File: src/rtl/fetch_stage_if.sv
// Signal bundle between the fetch stage and its hazard unit, CSR unit,
// E-stage redirect source, instruction memory and the decode stage.
interface fetch_stage_if #(
    parameter int XLEN = 32
);
    // Control and redirect inputs to the fetch stage
    logic            StallF;
    logic            StallD;
    logic            FlushD;
    logic            PCSrcE;
    logic [XLEN-1:0] PCTargetE;
    logic            TrapRedirect;
    logic [XLEN-1:0] TrapVector;
    logic            MretRedirect;
    logic [XLEN-1:0] MepcValue;
    logic [31:0]     InstrF;

    // Fetch address and IF/ID register contents.
    // Handshake: the stage never waits on a ready. ValidD=1 marks InstrD/PCD/PCPlus4D
    // as a real fetched instruction, ValidD=0 is a bubble. Decode backpressure is
    // expressed only through StallD, which holds the whole D slot unchanged.
    logic [XLEN-1:0] PCF;
    logic [31:0]     InstrD;
    logic [XLEN-1:0] PCD;
    logic [XLEN-1:0] PCPlus4D;
    logic            ValidD;

    modport master (
        output StallF, StallD, FlushD, PCSrcE, PCTargetE,
        output TrapRedirect, TrapVector, MretRedirect, MepcValue, InstrF,
        input  PCF, InstrD, PCD, PCPlus4D, ValidD
    );

    modport slave (
        input  StallF, StallD, FlushD, PCSrcE, PCTargetE,
        input  TrapRedirect, TrapVector, MretRedirect, MepcValue, InstrF,
        output PCF, InstrD, PCD, PCPlus4D, ValidD
    );
endinterface

File: src/rtl/fetch_stage.sv
// IF stage and IF/ID pipeline register of the 5-stage RV32 pipeline:
// PC register with next-PC selection, and the D-stage instruction slot.
module fetch_stage #(
    parameter int          XLEN      = 32,
    parameter logic [31:0] RESET_PC  = 32'h0000_0000,
    parameter logic [31:0] NOP_INSTR = 32'h0000_0013
) (
    input logic          clk,
    input logic          rst,
    fetch_stage_if.slave fif
);
    logic [XLEN-1:0] pcReg;
    logic [XLEN-1:0] pcNext;
    logic [XLEN-1:0] pcPlus4;
    logic [31:0]     instrReg;
    logic [XLEN-1:0] pcDReg;
    logic [XLEN-1:0] pcPlus4DReg;
    logic            validReg;
    logic            squashD;

    // Wraps modulo 2^XLEN by construction
    assign pcPlus4 = pcReg + XLEN'(4);

    // Trap and mret both discard the instruction currently being fetched
    assign squashD = fif.FlushD | fif.TrapRedirect | fif.MretRedirect;

    always_comb begin
        pcNext = pcPlus4;
        if (fif.TrapRedirect) begin
            pcNext = {fif.TrapVector[XLEN-1:2], 2'b00};
        end else if (fif.MretRedirect) begin
            pcNext = {fif.MepcValue[XLEN-1:2], 2'b00};
        end else if (fif.PCSrcE) begin
            pcNext = {fif.PCTargetE[XLEN-1:2], 2'b00};
        end else if (fif.StallF) begin
            pcNext = pcReg;
        end
    end

    always_ff @(posedge clk) begin
        if (rst) begin
            pcReg <= XLEN'(RESET_PC);
        end else begin
            pcReg <= pcNext;
        end
    end

    // A squashed slot keeps PCD/PCPlus4D so the bubble still carries a sane PC
    always_ff @(posedge clk) begin
        if (rst) begin
            instrReg    <= NOP_INSTR;
            pcDReg      <= '0;
            pcPlus4DReg <= '0;
            validReg    <= 1'b0;
        end else if (squashD) begin
            instrReg <= NOP_INSTR;
            validReg <= 1'b0;
        end else if (!fif.StallD) begin
            instrReg    <= fif.InstrF;
            pcDReg      <= pcReg;
            pcPlus4DReg <= pcPlus4;
            validReg    <= 1'b1;
        end
    end

    assign fif.PCF      = pcReg;
    assign fif.InstrD   = instrReg;
    assign fif.PCD      = pcDReg;
    assign fif.PCPlus4D = pcPlus4DReg;
    assign fif.ValidD   = validReg;
endmodule

File: src/flat_wrapper.sv
// flat-port wrapper written by rule: the top's interface ports become plain ports
module fetch_stage_flat 
#(
    parameter int          XLEN      = 32,
    parameter logic [31:0] RESET_PC  = 32'h0000_0000,
    parameter logic [31:0] NOP_INSTR = 32'h0000_0013
)
  (clk, rst, fif_StallF, fif_StallD, fif_FlushD, fif_PCSrcE, fif_PCTargetE, fif_TrapRedirect, fif_TrapVector, fif_MretRedirect, fif_MepcValue, fif_InstrF, fif_PCF, fif_InstrD, fif_PCD, fif_PCPlus4D, fif_ValidD);
  fetch_stage_if #(.XLEN(XLEN)) fif_i ();
  input logic clk;
  input logic rst;
  input wire logic [$bits(fif_i.StallF)-1:0] fif_StallF;
  input wire logic [$bits(fif_i.StallD)-1:0] fif_StallD;
  input wire logic [$bits(fif_i.FlushD)-1:0] fif_FlushD;
  input wire logic [$bits(fif_i.PCSrcE)-1:0] fif_PCSrcE;
  input wire logic [$bits(fif_i.PCTargetE)-1:0] fif_PCTargetE;
  input wire logic [$bits(fif_i.TrapRedirect)-1:0] fif_TrapRedirect;
  input wire logic [$bits(fif_i.TrapVector)-1:0] fif_TrapVector;
  input wire logic [$bits(fif_i.MretRedirect)-1:0] fif_MretRedirect;
  input wire logic [$bits(fif_i.MepcValue)-1:0] fif_MepcValue;
  input wire logic [$bits(fif_i.InstrF)-1:0] fif_InstrF;
  output wire logic [$bits(fif_i.PCF)-1:0] fif_PCF;
  output wire logic [$bits(fif_i.InstrD)-1:0] fif_InstrD;
  output wire logic [$bits(fif_i.PCD)-1:0] fif_PCD;
  output wire logic [$bits(fif_i.PCPlus4D)-1:0] fif_PCPlus4D;
  output wire logic [$bits(fif_i.ValidD)-1:0] fif_ValidD;
  assign fif_i.StallF = fif_StallF;
  assign fif_i.StallD = fif_StallD;
  assign fif_i.FlushD = fif_FlushD;
  assign fif_i.PCSrcE = fif_PCSrcE;
  assign fif_i.PCTargetE = fif_PCTargetE;
  assign fif_i.TrapRedirect = fif_TrapRedirect;
  assign fif_i.TrapVector = fif_TrapVector;
  assign fif_i.MretRedirect = fif_MretRedirect;
  assign fif_i.MepcValue = fif_MepcValue;
  assign fif_i.InstrF = fif_InstrF;
  assign fif_PCF = fif_i.PCF;
  assign fif_InstrD = fif_i.InstrD;
  assign fif_PCD = fif_i.PCD;
  assign fif_PCPlus4D = fif_i.PCPlus4D;
  assign fif_ValidD = fif_i.ValidD;
  fetch_stage #(.XLEN(XLEN), .RESET_PC(RESET_PC), .NOP_INSTR(NOP_INSTR)) u_core (.clk(clk), .rst(rst), .fif(fif_i));
endmodule
File: config.mk
export PLATFORM = sky130hd
export DESIGN_NAME = fetch_stage_flat
export DESIGN_NICKNAME = d
export VERILOG_FILES = /design/src/rtl/fetch_stage_if.sv /design/src/rtl/fetch_stage.sv /design/src/flat_wrapper.sv
export SDC_FILE = /design/constraint.sdc
export NUM_CORES = 1
export LEC_CHECK = 0
export BUFFER_PORTS_ARGS = -buffer_cell sky130_fd_sc_hd__buf_2
export CAP_MARGIN = 20
export CORE_ASPECT_RATIO = 0.6
export CORE_MARGIN = 10
export CORE_UTILIZATION = 50
export DETAILED_ROUTE_END_ITERATION = 16
export PLACE_DENSITY = 0.8
export SETUP_SLACK_MARGIN = 0.1
export SLEW_MARGIN = 25
export SYNTH_ARGS = -nofsm -noshare
export SYNTH_HDL_FRONTEND = slang
export SYNTH_SLANG_ARGS = --single-unit
File: constraint.sdc
create_clock -name clk -period 2.95 [get_ports clk]
set_input_delay 0.59 -clock clk [delete_from_list [all_inputs] [get_ports clk]]
set_output_delay 0.59 -clock clk [all_outputs]
set_load 0.01 [all_outputs]
==> results.py, run 1 <==
metrics = {
    "critical_path": {
        "cp-start-kind": "flop",
        "slowest_delay_ps": 580,
        "slowest_stage": "dfxtp_1",
        "crit_family": "simple AND/OR/NAND/NOR gates",
        "arrival_ps": 2740,
        "worstPathRequired_ps": 3280,
        "critPathMostFrequentCell": "and4_1",
        "setup.worst_path.class": "reg -> reg",
        "crit_chain": "and4_1, and4_1, nand2_1, o41a_1, o22ai_1",
        "reg2reg_depth": 5,
        "crit_fanout": 8,
        "end_kind": "flop",
        "cp.depth": 5,
        "critPathBufInv": 0,
    },
    "timing": {
        "clock_skew_ps": 7.695,
        "finalCritPeriodShare_pct": 81.56,
        "rsz0062_at_grt": "no",
        "slew-limit-headroom_pct": 31.25,
        "report.final.slew_viol_count": 0,
        "worst_slew_pin_slew_ps": 1029,
        "timing.setup.tns_ps": 0,
        "fmax_mhz": 415.6,
        "finalCriticalPeriod_ps": 2406,
        "timing.final.ws_setup_ps": 543.9,
        "finalHoldViolCount": 0,
        "setup_viol": 0,
        "fin_hold_ws_ps": 412.7,
    },
    "layout": {
        "finalNonFillerCells": 1133,
        "drive_above_1_share_pct": 34.02,
        "n_fill_cell": 967,
        "nNetsFinal": 1097,
        "area_growth_pct": 33.98,
        "n_antenna_cell": 0,
        "multiInputGateArea_um2": 3159,
        "regArea_um2": 2462,
        "mostFrequentLayoutCells": "buf_2, dfxtp_1, nand2_1",
        "layout_commonest_cell": "buf_2",
    },
    "global_routing": {
        "grt_pass1_wl_mm": 37.45,
        "gr-usage-all-layers_pct": 27.63,
        "grt_max_degree": 71,
        "overflow": 0,
        "grt_pass1_vias": 6494,
        "antenna_found_initial": 1,
    },
    "clock_network": {
        "cts_made_buffers": 17,
        "hold_buffers": 0,
        "clkTransAtPathRegs_ps": 60,
        "cts.sinks": 123,
        "cts_resized": 0,
        "htreeDepth": 4,
        "insertion_delay_ps": 410,
        "cts_tree": "yes",
        "cts_buffer_depth": 2,
        "post_cts_buffers": 0,
        "cts_root_buffer": "clkbuf_16",
    },
    "synthesis": {
        "synth_compound_gate_area_share_pct": 20.49,
        "yosysSeqAreaShare_pct": 41.35,
        "synthAdderAreaFrac_pct": 0.2101,
        "async_reset_ff_share_pct": 0,
        "synthXorXnorAreaFrac_pct": 3.383,
        "synth_edf_count": 0,
        "muxShareOfSynthArea_pct": 6.262,
        "synth_warnings": 0,
        "syn_area_um2": 5954,
        "synth_seq_cells": 123,
        "synth.area.top_cells": "dfxtp_1, nand2_1, mux2i_1",
        "synthFlopType": "dfxtp_1",
        "synth_simple_gate_area_share_pct": 22.19,
        "synth_top_family_by_area": "simple AND/OR/NAND/NOR gates",
        "syn_area_per_cell_um2": 8.236,
        "synth.distinct_cells": 66,
        "synth_top_area_cell": "dfxtp_1",
        "synth_top_area_share_pct": 41.35,
        "syn_inst": 723,
    },
    "placement": {
        "place.gp.congestion": 1.039,
        "dpl.cell_count": 1101,
        "dp_hpwl_mm": 18.67,
        "port_buffers": 252,
        "place_worst_setup_slack_ps": 338.8,
    },
    "outcome": {
        "status": "completed",
    },
    "power_and_ir_drop": {
        "peakVddDrop_v": 0.0004864,
        "power_frac_comb_pct": 13.4,
        "pwr-share-clk_pct": 46.7,
        "p_int_mw": 3.260,
        "totalPowerFinal_mw": 4.512,
        "power.leakage_nw": 3.573,
        "p_switching_mw": 1.252,
        "seqPwrFrac_pct": 39.9,
        "power_density_nw_per_um2": 565.6,
        "swShare_pct": 27.76,
    },
    "route": {
        "wirelength_mm": 24.33,
        "final_antenna_net_count": 0,
        "vias": 6581,
        "first_pass_iters": 5,
        "drt_iter0_markers": 829,
        "via_per_inst": 5.808,
        "drc": 0,
        "routedWlPerCell_um": 21.47,
    },
    "min_path": {
        "min_path_cells": 3,
        "min_path_type": "in -> reg",
    },
    "die": {
        "dieArea_um2": 16820,
        "ios": 265,
        "core_um2": 11490,
        "rows": 30,
        "die_x_um": 160.9,
        "start_util_pct": 51.84,
        "fp.dieH_um": 104.5,
    },
    "flow_run": {
        "max-cap-violations": 0,
    },
}
## cell usage after synthesis, types with 2 or more instances
library cell and count:
o32ai_1 4, a31o_2 2, a221oi_1 11, o22ai_1 13
or2_2 3, a31oi_1 5, nand4_1 11, nor3_1 13
nor4_1 6, or3_1 3, a21oi_1 47, o31ai_1 4
a41oi_1 2, or4_1 3, xnor2_1 14, a222oi_1 2
inv_1 14, clkbuf_1 40, a211oi_1 25, o221ai_1 4
o21a_1 2, a311oi_1 4, nor2_1 87, buf_4 7
dfxtp_1 123, mux2i_1 35, a221o_1 3, o211ai_1 2
mux2_2 2, nand3_1 15, and4_1 6, o21ai_0 18
xor2_1 9, and3_1 8, a22oi_1 7, buf_1 8
a211o_1 3, nand2b_1 9, nand2_1 97, a22o_1 2
a21o_1 4, o31a_1 4, nor2b_1 6, buf_2 14
## worst reg2reg max path: stages (launching register included)
cell and delay, ps:
dfxtp_1 580, and4_1 450, and4_1 470, nand2_1 270, o41a_1 400, o22ai_1 160
## flip-flops by register name, indices dropped and copies added (netlist names)
register and count:
u_core.fif.PCD 30, u_core.fif.PCF 30, u_core.fif.ValidD 1, u_core.fif.InstrD 32, u_core.fif.PCPlus4D 30
## path summary, 6_finish.rpt
kind / from / end / slack (ps)
min reg2reg: u_core.fif.PCD[20]$_SDFFE_PP0P_ / u_core.fif.PCD[20]$_SDFFE_PP0P_ / 450
min: fif_InstrF[2] / u_core.fif.InstrD[2]$_SDFFE_PP0N_ / 410
max reg2reg: u_core.fif.PCF[2]$_SDFFE_PP0P_ / u_core.fif.PCF[23]$_SDFFE_PP0P_ / 540
max: u_core.fif.PCF[2]$_SDFFE_PP0P_ / u_core.fif.PCF[23]$_SDFFE_PP0P_ / 540
## logic make-up after synthesis
group	after synthesis
compound gates	177
buf+inv	84
simple gates	277
xor+xnor	23
mux	37
other cells	1
flops	123
fa+ha+maj	1
## cell type report
type                       instances  area share (%)
timing repair buffer             283           18.88
multi-input combinational        521           39.60
inverter                          14          0.6587
tap                              160           2.509
clock inverter                    14           1.976
sequential                       123           30.87
clock buffer                      18           5.505
## stage by stage
step / utilization [%] / area, µm²
after global placement: 64.26 / 7381
after CTS: 69.46 / 7978
final: 69.46 / 7978
after floorplan: - / 5973
after global routing: 69.46 / 7978
after detailed placement: 64.26 / 7381
## power groups by stage
stage	clock [mW]	combinational [mW]	sequential, mW
3_5_place_dp	0	0.587	1.83
5_1_grt	2.20	0.652	1.81
3_3_place_gp	0	0.583	1.83
6_report	2.11	0.604	1.80
4_1_cts	2.11	0.591	1.80
2_1_floorplan	0	0.306	1.83
## per-layer routing
layer | routed length (µm) | vias up | track usage [%]
li1 | - | 3055 | -
met1 | 10670 | 3035 | 39.22
met2 | 10050 | 458 | 38.54
met3 | 3299 | 31 | 9.992
met4 | 299 | 2 | 6.792
met5 | 10 | - | 0
No activity file was read; power rests on OpenSTA's default activity.
==> run 2, diff against run 1 <==
CORE_UTILIZATION = 43   (was 50)
PLACE_DENSITY = 0.73   (was 0.8)
clock period = 2.2 ns   (was 2.95 ns; I/O delays follow)
==> results.py, run 2 (same netlist as run 1, synthesis figures left out) <==
metrics = {
    "global_routing": {
        "grt_pass1_vias": 6354,
        "overflow": 0,
        "antenna_found_initial": 1,
        "grt_pass1_wl_mm": 36.81,
        "gr-usage-all-layers_pct": 24.52,
        "grt_max_degree": 82,
    },
    "route": {
        "drc": 0,
        "vias": 6635,
        "drt_iter0_markers": 810,
        "final_antenna_net_count": 0,
        "first_pass_iters": 5,
        "via_per_inst": 5.576,
        "routedWlPerCell_um": 20.65,
        "wirelength_mm": 24.58,
    },
    "clock_network": {
        "cts_made_buffers": 17,
        "cts_buffer_depth": 2,
        "hold_buffers": 0,
        "cts_root_buffer": "clkbuf_16",
        "clkTransAtPathRegs_ps": 70,
        "insertion_delay_ps": 410,
        "cts.sinks": 123,
        "htreeDepth": 4,
        "cts_tree": "yes",
    },
    "outcome": {
        "status": "completed",
    },
    "power_and_ir_drop": {
        "power_density_nw_per_um2": 731.5,
        "power.leakage_nw": 3.788,
        "peakVddDrop_v": 0.0004117,
    },
    "timing": {
        "report.final.slew_viol_count": 0,
        "rsz0062_at_grt": "yes",
        "finalHoldViolCount": 0,
        "clock_skew_ps": 15.42,
        "slew-limit-headroom_pct": 62.93,
        "timing.setup.tns_ps": 0,
        "finalCritPeriodShare_pct": 91.32,
        "worst_slew_pin_slew_ps": 556.1,
        "setup_viol": 0,
        "finalCriticalPeriod_ps": 2009,
        "fmax_mhz": 497.8,
    },
    "critical_path": {
        "cp.depth": 6,
        "cp-start-kind": "flop",
        "r2r_end": "u_core.fif.PCF[30]$_SDFFE_PP0P_",
        "critPathBufInv": 1,
        "crit_family": "simple AND/OR/NAND/NOR gates",
        "worstPathRequired_ps": 2530,
        "reg2reg_depth": 6,
        "rr_startpoint": "u_core.fif.PCF[19]$_SDFFE_PP0P_",
        "slowest_stage": "or4_4",
        "crit_chain": "nand4_1, buf_4, or4_4, nor4_1, a41oi_1, o22ai_1",
        "r2r_setup_slack_ps": 190,
        "crit_fanout": 4,
        "arrival_ps": 2340,
        "end_kind": "flop",
        "slowest_delay_ps": 440,
        "setup.worst_path.class": "reg -> reg",
    },
    "layout": {
        "nNetsFinal": 1139,
        "mostFrequentLayoutCells": "buf_2, dfxtp_1, nand2_1",
        "finalNonFillerCells": 1190,
        "area_growth_pct": 40.37,
        "layout_commonest_cell": "buf_2",
        "drive_above_1_share_pct": 37.64,
        "n_antenna_cell": 0,
        "fin_area_um2": 8358,
        "largest_register_ffs": 32,
    },
    "die": {
        "fp.dieH_um": 111.2,
        "dieArea_um2": 19110,
        "die_x_um": 171.9,
        "core_um2": 13630,
        "start_util_pct": 43.70,
        "rows": 33,
        "ios": 265,
    },
    "flow_run": {
        "max-cap-violations": 0,
    },
    "placement": {
        "port_buffers": 252,
        "dpl.cell_count": 1157,
        "dp_hpwl_mm": 19.29,
        "place.gp.congestion": 1.010,
        "post_dp_cell_area_um2": 7720,
    },
    "min_path": {
        "min_from": "fif_InstrF[28]",
        "whs_endpoint": "u_core.fif.InstrD[28]$_SDFFE_PP0N_",
        "min_path_type": "in -> reg",
        "min_path_cells": 3,
    },
}
run 2: changes by cell type in the layout (fill, tap and decap cells not counted), moves of 2 or more:
| cell | previous run | this run |
|---|---|---|
| and4_1 | 6 | 3 |
| and4_2 | 0 | 2 |
| buf_4 | 30 | 71 |
| dfxtp_1 | 123 | 121 |
| dfxtp_2 | 0 | 2 |
| inv_6 | 7 | 5 |
run 2: final cells by class:
cell class                      instances  area, µm²
Clock buffer                           18      429.2
Clock inverter                         14      160.2
Fill cell                            1282       5268
Inverter                               14      52.55
Multi-Input combinational cell        521       3198
Sequential cell                       123       2465
Tap cell                              175      219.0
Timing Repair Buffer                  325       1834
run 2: timing repair:
item | CTS | global route
buffers inserted | 0 | 1
setup endpoints to repair | 0 | 16
resized for setup | 0 | 13
run 2: how the worst max path moves through the flow:
stage	startpoint	end	slack (ps)
4_1_cts	u_core.fif.PCF[9]$_SDFFE_PP0P_	u_core.fif.PCF[18]$_SDFFE_PP0P_	150
3_3_place_gp	u_core.fif.PCF[2]$_SDFFE_PP0P_	u_core.fif.PCF[20]$_SDFFE_PP0P_	170
2_1_floorplan	u_core.fif.PCF[2]$_SDFFE_PP0P_	u_core.fif.PCF[18]$_SDFFE_PP0P_	120
3_5_place_dp	u_core.fif.PCF[9]$_SDFFE_PP0P_	u_core.fif.PCF[18]$_SDFFE_PP0P_	160
5_1_grt	u_core.fif.PCF[3]$_SDFFE_PP0P_	u_core.fif.PCF[16]$_SDFFE_PP0P_	90
6_report	u_core.fif.PCF[19]$_SDFFE_PP0P_	u_core.fif.PCF[30]$_SDFFE_PP0P_	190
run 2: routing by layer:
metal / GRT usage [%] / wire length (µm) / up-vias
li1: - / - / 3147
met1: 34.93 / 11100 / 3075
met2: 33.83 / 9938 / 390
met3: 9.495 / 3321 / 21
met4: 4.920 / 212 / 2
met5: 0 / 8 / -
run 2: tightest hold or removal path, cell delays in order:
cell     delay, ps
buf_2           70
mux2i_1         50
nor2_1          70
run 2: where the power goes:
part	switching [mW]	internal (mW)	leakage (nW)
Clock	1.13	1.70	0.280
Combinational	0.525	0.394	2.51
Sequential	0.0666	2.31	1.00
Total	1.72	4.40	3.79
run 2: metrics by stage:
| step | setup slack [ps] | hold WS [ps] | power, mW | util [%] |
|---|---|---|---|---|
| global placement | 172.6 | 435.6 | 3.304 | 56.66 |
| finish | 191.0 | 260.6 | 6.113 | 61.34 |
| global route | 87.44 | 272.0 | 6.322 | 61.34 |
| floorplan | 122.3 | 474.0 | 2.868 | - |
| detailed placement | 160.5 | 443.0 | 3.310 | 56.66 |
| CTS | 147.2 | 252.2 | 6.111 | 60.98 |
==> run 3, diff against run 2 <==
CORE_UTILIZATION = 39   (was 43)
PLACE_DENSITY = 0.67   (was 0.73)
==> results.py, run 3 (same netlist as run 1, synthesis figures left out) <==
metrics = {
    "layout": {
        "mostFrequentLayoutCells": "buf_2, dfxtp_1, nand2_1",
        "layout_commonest_cell": "buf_2",
        "n_fill_cell": 1442,
        "drive_above_1_share_pct": 37.76,
        "finalNonFillerCells": 1208,
        "nNetsFinal": 1133,
        "largest_register_ffs": 32,
        "final_core_util_pct": 57.07,
        "area_growth_pct": 41.08,
    },
    "timing": {
        "worst_slew_pin_slew_ps": 614.6,
        "slew-limit-headroom_pct": 59.02,
        "finalCritPeriodShare_pct": 92.40,
        "finalCriticalPeriod_ps": 2033,
        "timing.final.ws_setup_ps": 167.3,
        "rsz0062_at_grt": "no",
        "clock_skew_ps": 22.51,
        "finalHoldViolCount": 0,
        "setup_viol": 0,
        "report.final.slew_viol_count": 0,
        "fin_hold_ws_ps": 248.4,
        "fmax_mhz": 492.0,
        "timing.setup.tns_ps": 0,
    },
    "power_and_ir_drop": {
        "power_density_nw_per_um2": 748.3,
        "power.leakage_nw": 3.771,
        "peakVddDrop_v": 0.0004890,
    },
    "route": {
        "first_pass_iters": 5,
        "vias": 6588,
        "final_antenna_net_count": 0,
        "routedWlPerCell_um": 21.23,
        "drt_iter0_markers": 617,
        "drc": 0,
        "wirelength_mm": 25.64,
        "via_per_inst": 5.454,
    },
    "clock_network": {
        "cts_tree": "yes",
        "cts_root_buffer": "clkbuf_16",
        "post_cts_buffers": 0,
        "cts_buffer_depth": 2,
        "hold_buffers": 0,
        "htreeDepth": 4,
        "clkTransAtPathRegs_ps": 60,
        "insertion_delay_ps": 420,
        "cts.sinks": 123,
        "cts_made_buffers": 17,
    },
    "placement": {
        "dp_hpwl_mm": 19.84,
        "place.gp.congestion": 1.041,
        "place_worst_setup_slack_ps": 123.2,
        "port_buffers": 252,
        "dpl.cell_count": 1175,
    },
    "global_routing": {
        "grt_max_degree": 82,
        "gr-usage-all-layers_pct": 23.34,
        "overflow": 0,
        "grt_pass1_wl_mm": 38.31,
        "antenna_found_initial": 3,
        "grt_pass1_vias": 6370,
    },
    "critical_path": {
        "crit_fanout": 5,
        "r2r_setup_slack_ps": 170,
        "end_kind": "flop",
        "rr_startpoint": "u_core.fif.PCF[2]$_SDFFE_PP0P_",
        "r2r_end": "u_core.fif.PCF[18]$_SDFFE_PP0P_",
        "cp-start-kind": "flop",
        "arrival_ps": 2370,
        "reg2reg_depth": 6,
        "worstPathRequired_ps": 2540,
        "setup.worst_path.class": "reg -> reg",
        "crit_end": "u_core.fif.PCF[18]$_SDFFE_PP0P_",
        "startpoint": "u_core.fif.PCF[2]$_SDFFE_PP0P_",
    },
    "min_path": {
        "min_path_type": "in -> reg",
    },
    "die": {
        "core_um2": 14720,
        "ios": 265,
        "die_x_um": 179.5,
        "dieArea_um2": 20770,
        "start_util_pct": 40.45,
        "fp.dieH_um": 115.7,
        "rows": 34,
    },
    "outcome": {
        "status": "completed",
    },
    "flow_run": {
        "max-cap-violations": 0,
    },
}
[run 3: layer usage]
layer	share of wire [%]	wire length (µm)	vias up	track usage [%]
met5	0.070	18	-	0
met1	47	12160	3037	33.28
li1	-	-	3129	-
met4	0.90	230	2	5.431
met2	41	10390	401	32.25
met3	11	2839	19	8.717
[run 3: layout make-up]
type | instances | area [µm²] | area share, %
tap | 198 | 247.7 | 2.949
clock buffer | 18 | 439.2 | 5.228
multi-input combinational | 521 | 3221 | 38.34
sequential | 123 | 2465 | 29.34
antenna | 1 | 2.502 | 0.02979
timing repair buffer | 319 | 1789 | 21.30
clock inverter | 14 | 183.9 | 2.189
inverter | 14 | 52.55 | 0.6256
[run 3: metrics by stage]
stage               power [mW]  instance area (µm²)
CTS                      6.296                 8337
finish                   6.286                 8401
detailed placement       3.309                 7711
global route             6.504                 8398
global placement         3.304                 7711
floorplan                2.868                 5973
[run 3: repair_timing]
| action | CTS | global route |
|---|---|---|
| pin swaps | 0 | 2 |
| endpoints found under the hold margin | 0 | 0 |
| resized for setup | 1 | 16 |
| endpoints found under the setup margin | 1 | 15 |
[run 3: worst max-delay path: stages (launching register included)]
cell,delay (ps)
dfxtp_1,410
ha_4,190
and4_4,250
nand3_2,140
or4_1,470
a311o_1,370
a21oi_1,130
[run 3: how the worst min path moves through the flow]
| stage | from | end | slack (ps) | cells past startpoint |
|---|---|---|---|---|
| finish | fif_InstrF[30] | u_core.fif.InstrD[30]$_SDFFE_PP0N_ | 250 | 3 |
| detailed placement | u_core.fif.ValidD$_SDFFE_PP0N_ | u_core.fif.ValidD$_SDFFE_PP0N_ | 440 | 2 |
| floorplan | u_core.fif.ValidD$_SDFFE_PP0N_ | u_core.fif.ValidD$_SDFFE_PP0N_ | 470 | 2 |
| CTS | fif_InstrF[2] | u_core.fif.InstrD[2]$_SDFFE_PP0N_ | 240 | 3 |
| global placement | u_core.fif.ValidD$_SDFFE_PP0N_ | u_core.fif.ValidD$_SDFFE_PP0N_ | 440 | 2 |
| global route | fif_InstrF[31] | u_core.fif.InstrD[31]$_SDFFE_PP0N_ | 250 | 3 |
[run 3: power by group]
part / internal, mW / total [mW] / leakage (nW) / switching [mW]
combinational: 0.389 / 0.910 / 2.48 / 0.521
sequential: 2.31 / 2.39 / 1.00 / 0.0800
clock: 1.84 / 2.99 / 0.292 / 1.15
